## src/rtl/alu_arbiter.sv

```systemverilog
// Round-robin arbiter/sequencer sharing one ALU among NUM_REQ requesters.
// One operation in flight; compares wait an extra cycle for the ALU flag register.
module alu_arbiter #(
    parameter int unsigned DATA_WIDTH   = 16,
    parameter int unsigned OPCODE_WIDTH = 4,
    parameter int unsigned NUM_REQ      = 2
) (
    input  logic                             clk,
    input  logic                             rst_n,
    input  logic [NUM_REQ-1:0]               req_valid,
    output logic [NUM_REQ-1:0]               req_ready,
    input  logic [NUM_REQ*DATA_WIDTH-1:0]    req_op_a,
    input  logic [NUM_REQ*DATA_WIDTH-1:0]    req_op_b,
    input  logic [NUM_REQ*OPCODE_WIDTH-1:0]  req_opcode,
    output logic [NUM_REQ-1:0]               rsp_valid,
    input  logic [NUM_REQ-1:0]               rsp_ready,
    output logic [DATA_WIDTH-1:0]            rsp_result,
    output logic                             rsp_equal,
    output logic                             rsp_less,
    output logic                             rsp_greater,
    output logic [DATA_WIDTH-1:0]            alu_op_a,
    output logic [DATA_WIDTH-1:0]            alu_op_b,
    output logic [OPCODE_WIDTH-1:0]          alu_opcode,
    output logic                             alu_active,
    input  logic [DATA_WIDTH-1:0]            alu_result,
    input  logic                             alu_equal,
    input  logic                             alu_less,
    input  logic                             alu_greater
);

    localparam int unsigned IDX_W = $clog2(NUM_REQ);

    localparam logic [1:0] IDLE = 2'd0;
    localparam logic [1:0] EXEC = 2'd1;
    localparam logic [1:0] FLAG = 2'd2;
    localparam logic [1:0] RESP = 2'd3;

    localparam logic [OPCODE_WIDTH-1:0] OP_CMP = OPCODE_WIDTH'(4'b1000);

    logic [1:0]              state_q, state_d;
    logic [IDX_W-1:0]        ptr_q, ptr_d;
    logic [IDX_W-1:0]        owner_q, owner_d;
    logic [DATA_WIDTH-1:0]   op_a_q, op_a_d;
    logic [DATA_WIDTH-1:0]   op_b_q, op_b_d;
    logic [OPCODE_WIDTH-1:0] opcode_q, opcode_d;
    logic [DATA_WIDTH-1:0]   result_q, result_d;
    logic [2:0]              flags_q, flags_d;  // {equal, less, greater}

    logic                    gnt_found;
    logic [IDX_W-1:0]        gnt_idx;
    logic [DATA_WIDTH-1:0]   gnt_a, gnt_b;
    logic [OPCODE_WIDTH-1:0] gnt_op;

    // First valid requester at or after ptr, wrapping; operands picked alongside.
    always_comb begin
        gnt_found = 1'b0;
        gnt_idx   = '0;
        gnt_a     = '0;
        gnt_b     = '0;
        gnt_op    = '0;
        for (int unsigned k = 0; k < NUM_REQ; k++) begin
            if (!gnt_found && req_valid[k] &&
                ((32'(ptr_q) <= k) ||
                 !(|(req_valid & ~((NUM_REQ'(1) << ptr_q) - NUM_REQ'(1)))))) begin
                gnt_found = 1'b1;
                gnt_idx   = IDX_W'(k);
                gnt_a     = req_op_a[k*DATA_WIDTH +: DATA_WIDTH];
                gnt_b     = req_op_b[k*DATA_WIDTH +: DATA_WIDTH];
                gnt_op    = req_opcode[k*OPCODE_WIDTH +: OPCODE_WIDTH];
            end
        end
    end

    always_comb begin
        state_d  = state_q;
        ptr_d    = ptr_q;
        owner_d  = owner_q;
        op_a_d   = op_a_q;
        op_b_d   = op_b_q;
        opcode_d = opcode_q;
        result_d = result_q;
        flags_d  = flags_q;
        case (state_q)
            IDLE: begin
                if (gnt_found) begin
                    op_a_d   = gnt_a;
                    op_b_d   = gnt_b;
                    opcode_d = gnt_op;
                    owner_d  = gnt_idx;
                    state_d  = EXEC;
                end
            end
            EXEC: begin
                if (opcode_q == OP_CMP) begin
                    state_d = FLAG;
                end else begin
                    result_d = alu_result;
                    flags_d  = {alu_equal, alu_less, alu_greater};
                    state_d  = RESP;
                end
            end
            FLAG: begin
                result_d = alu_result;
                flags_d  = {alu_equal, alu_less, alu_greater};
                state_d  = RESP;
            end
            default: begin
                if (rsp_ready[owner_q]) begin
                    ptr_d   = (32'(owner_q) == NUM_REQ - 1) ? '0 : owner_q + IDX_W'(1);
                    state_d = IDLE;
                end
            end
        endcase
    end

    always_ff @(posedge clk or negedge rst_n) begin
        if (!rst_n) begin
            state_q  <= IDLE;
            ptr_q    <= '0;
            owner_q  <= '0;
            op_a_q   <= '0;
            op_b_q   <= '0;
            opcode_q <= '0;
            result_q <= '0;
            flags_q  <= '0;
        end else begin
            state_q  <= state_d;
            ptr_q    <= ptr_d;
            owner_q  <= owner_d;
            op_a_q   <= op_a_d;
            op_b_q   <= op_b_d;
            opcode_q <= opcode_d;
            result_q <= result_d;
            flags_q  <= flags_d;
        end
    end

    assign req_ready   = (state_q == IDLE && gnt_found) ? (NUM_REQ'(1) << gnt_idx) : '0;
    assign rsp_valid   = (state_q == RESP) ? (NUM_REQ'(1) << owner_q) : '0;
    assign rsp_result  = result_q;
    assign rsp_equal   = flags_q[2];
    assign rsp_less    = flags_q[1];
    assign rsp_greater = flags_q[0];
    assign alu_op_a    = op_a_q;
    assign alu_op_b    = op_b_q;
    assign alu_opcode  = opcode_q;
    // Only arbitrated compares may touch the ALU flag register.
    assign alu_active  = (state_q == EXEC) && (opcode_q == OP_CMP);

endmodule
```

## config.mk

```make
export PLATFORM = sky130hd
export DESIGN_NAME = alu_arbiter
export DESIGN_NICKNAME = d
export VERILOG_FILES = /design/src/rtl/alu_arbiter.sv
export SDC_FILE = /design/constraint.sdc
export NUM_CORES = 1
export LEC_CHECK = 0
export ABC_AREA = 1
export CORE_ASPECT_RATIO = 2
export CORE_MARGIN = 3
export CORE_UTILIZATION = 39
export DETAILED_ROUTE_END_ITERATION = 10
export PLACE_DENSITY = 0.86
export SYNTH_ARGS = -nofsm -noshare
export SYNTH_HDL_FRONTEND = slang
export SYNTH_SLANG_ARGS = --single-unit
```

## constraint.sdc

```tcl
create_clock -name clk -period 1.65 [get_ports clk]
set_input_delay 0.33 -clock clk [delete_from_list [all_inputs] [get_ports clk]]
set_output_delay 0.33 -clock clk [all_outputs]
set_load 0.02 [all_outputs]
```

==> impl_metrics.env <==
export IMPL_initial_utilization_pct=40.3
export IMPL_die_h_um=126
export IMPL_initialDrtViolationCount=215
export IMPL_final_nets=602
export IMPL_die_w_um=66.1
export IMPL_period_share_pct=99.0
export IMPL_clk_latency_ns=0.32
export IMPL_num_vias=3132
export IMPL_gp_congestion=0.814
export IMPL_crit_path_end_kind="primary output"
export IMPL_powerDensity_mw_per_mm2=1930
export IMPL_cts_clk_slew_worst_paths_ns=0.05
export IMPL_worstPathArrival_ns=1.30
export IMPL_ys_seq_area_share_pct=52.4
export IMPL_ys_top_cells_by_area="dfrtp_1 (52%), nand3_1 (13%), a31oi_1 (8.0%)"
export IMPL_yosysUniqueCellTypes=19
export IMPL_viasPerCell=5.27
export IMPL_maxSlewViolCount=0
export IMPL_hold_class="primary input to asynchronous set/reset pin"
export IMPL_hold_viol=0
export IMPL_io_buffers=156
export IMPL_ys_top_cells_by_count="nand3_1 (76), dfrtp_1 (59), nor2_1 (42)"
export IMPL_final_util_pct=71.5
export IMPL_max_clock_path_buffers=2
export IMPL_drt_total_wl_um=9460
export IMPL_grt_pass1_wl_um=14000
export IMPL_yosys_area_top_type="dfrtp_1"
export IMPL_grt_overflow=0
export IMPL_power_leakage_nw=2.31
export IMPL_final_cell_area_mm2=0.00500
export IMPL_antenna_found_initial=0
export IMPL_finalPower_mw=9.64
export IMPL_grt_pass1_vias=2964
export IMPL_async_flop_share_pct=100
export IMPL_reg2reg_depth=9
export IMPL_met1_usage_pct=21.0
export IMPL_cts_tree="done"
export IMPL_io_pin_count=157
export IMPL_outcome="complete, no violations"
export IMPL_yosysWarnings=0
export IMPL_fin_crit_ns=1.63
export IMPL_die_area_mm2=0.00835
export IMPL_numCtsBuffers=9
export IMPL_worst_slew_margin_rel_pct=72.8
export IMPL_drive_gt1_share_pct=11.7
export IMPL_placed_area_mm2=0.00457
export IMPL_hpwl_um=6540
export IMPL_worstSetupPathType="flip-flop to primary output"
export IMPL_worstPathMaxFanout=2
export IMPL_htree_levels=3
export IMPL_area_growth_pct=77.2
export IMPL_ys_ff_latch=59
export IMPL_irDropWorstVdd_mv=0.869
export IMPL_setup_viol=0
export IMPL_required_ns=1.32
export IMPL_start_kind="flip-flop"
export IMPL_gr_usage_met2_pct=39.9
export IMPL_worst_pin_slew_ns=0.408
export IMPL_max_cap_violations=0
export IMPL_core_area_mm2=0.00699
export IMPL_post_route_drc_count=0
export IMPL_fin_worst_skew_ns=0.00514
export IMPL_met3_usage_pct=5.44
export IMPL_synth_nets=433
export IMPL_top_usage_layer="met2"
export IMPL_grt_max_degree=39
export IMPL_ant_nets=0
export IMPL_root_buffer="clkbuf_16"
export IMPL_synth_area_mm2=0.00282
export IMPL_syn_inst=331
export IMPL_rows=43
export IMPL_wl_per_cell_um=15.9
export IMPL_synth_most_common_cell="nand3_1"
export IMPL_synth_edf_count=0
export IMPL_synth_main_ff_cell="dfrtp_1"
export IMPL_avgSynthCellArea_um2=8.52
export IMPL_rsz0062_at_grt="yes"
export IMPL_synth_top_area_share_pct=52.4
export IMPL_dr_pass1_iters=4
export IMPL_fmax_ghz=0.612
export IMPL_clock_sinks=59
export IMPL_track_usage_pct=21.8
export IMPL_antennaDiodeCount=0
-- report_power, final --
group | switching (mW) | total (mW) | internal (mW) | leakage [nW]
Combinational | 2.81 | 5.21 | 2.39 | 1.47
Sequential | 0.393 | 2.61 | 2.22 | 0.692
Clock | 0.593 | 1.83 | 1.24 | 0.146
Total | 3.80 | 9.64 | 5.84 | 2.31
-- kinds of logic (layout without fill, tap and decap cells) --
family / after synthesis / count (layout) / synth area share [%]
AOI/OAI and AO/OA: 61 / 61 / 12.6
adders and majority gates: 5 / 5 / 2.22
buffers and inverters: 56 / 229 / 9.36
DFF: 59 / 59 / 52.4
and+or+nand+nor: 150 / 150 / 23.4
-- layout make-up --
type                       count  area (µm²)
tap                           90         113
multi-input combinational    216        1130
inverter                      30         113
fill                         515        2000
clock inverter                 2        35.0
timing repair buffer         184        1870
clock buffer                  13         260
sequential                    59        1480
-- layer usage --
| layer | vias to the layer above | wire length, µm | share of wire (%) |
|---|---|---|---|
| li1 | 1459 | - | - |
| met1 | 1505 | 3250 | 34 |
| met2 | 138 | 5210 | 55 |
| met3 | 30 | 635 | 6.7 |
| met4 | 0 | 367 | 3.9 |
| met5 | - | 0 | 0 |
-- path summary, 6_finish.rpt --
path / from / end / slack, ns
max: alu_opcode[1] / alu_active / 0.02
min: rst_n / owner_q / 0.47
max reg2reg: state_q[1] / alu_op_a[10] / 0.05
min reg2reg: rsp_result[13] / rsp_result[13] / 0.48
max in group asynchronous: rst_n / alu_opcode[3] / 0.67
min in group clk: rsp_result[13] / rsp_result[13] / 0.48
-- worst max-delay path, stage by stage, from the launching register on --
cell	delay, ns
dfrtp_1	0.39
nor2_1	0.26
nand3_2	0.15
inv_2	0.08
buf_6	0.11
-- per-stage QoR --
stage	worst slack, ns	instances	hold WS [ns]	setup TNS, ns
finish	0.0165	594	0.468	0
CTS	-0.0213	591	0.465	-0.0213
global placement	-0.486	575	0.270	-12.45
floorplan	0.249	331	0.0344	0
detailed placement	-0.504	575	0.278	-14.73
global route	-0.0245	594	0.500	-0.0406
-- layout by cell type, fill, tap and decap left out, drive strengths merged, types with 18 or more instances in the layout --
cell type | synthesis | layout
a31oi | 36 | 36
buf | 21 | 33
clkdlybuf4s50 | 0 | 125
dfrtp | 59 | 59
dlymetal6s2s | 0 | 18
inv | 30 | 30
nand2 | 32 | 32
nand3 | 76 | 76
nor2 | 42 | 42
o21ai | 24 | 24
-- registers in the layout, indices dropped and copies added (netlist names) --
| register | flops |
|---|---|
| owner_q | 1 |
| ptr_q | 1 |
| alu_op_a | 16 |
| alu_opcode | 4 |
| rsp_result | 16 |
| alu_op_b | 16 |
| flags_q | 3 |
| state_q | 2 |
-- timing repair --
item,in CTS,in global routing
setup buffers,0,3
setup endpoints to repair,41,29
endpoints found under the hold margin,14,0
gates resized for setup,41,29
hold buffers,1,0
pin swaps,1,2
gates cloned,0,0
No activity file was read; power rests on OpenSTA's default activity.
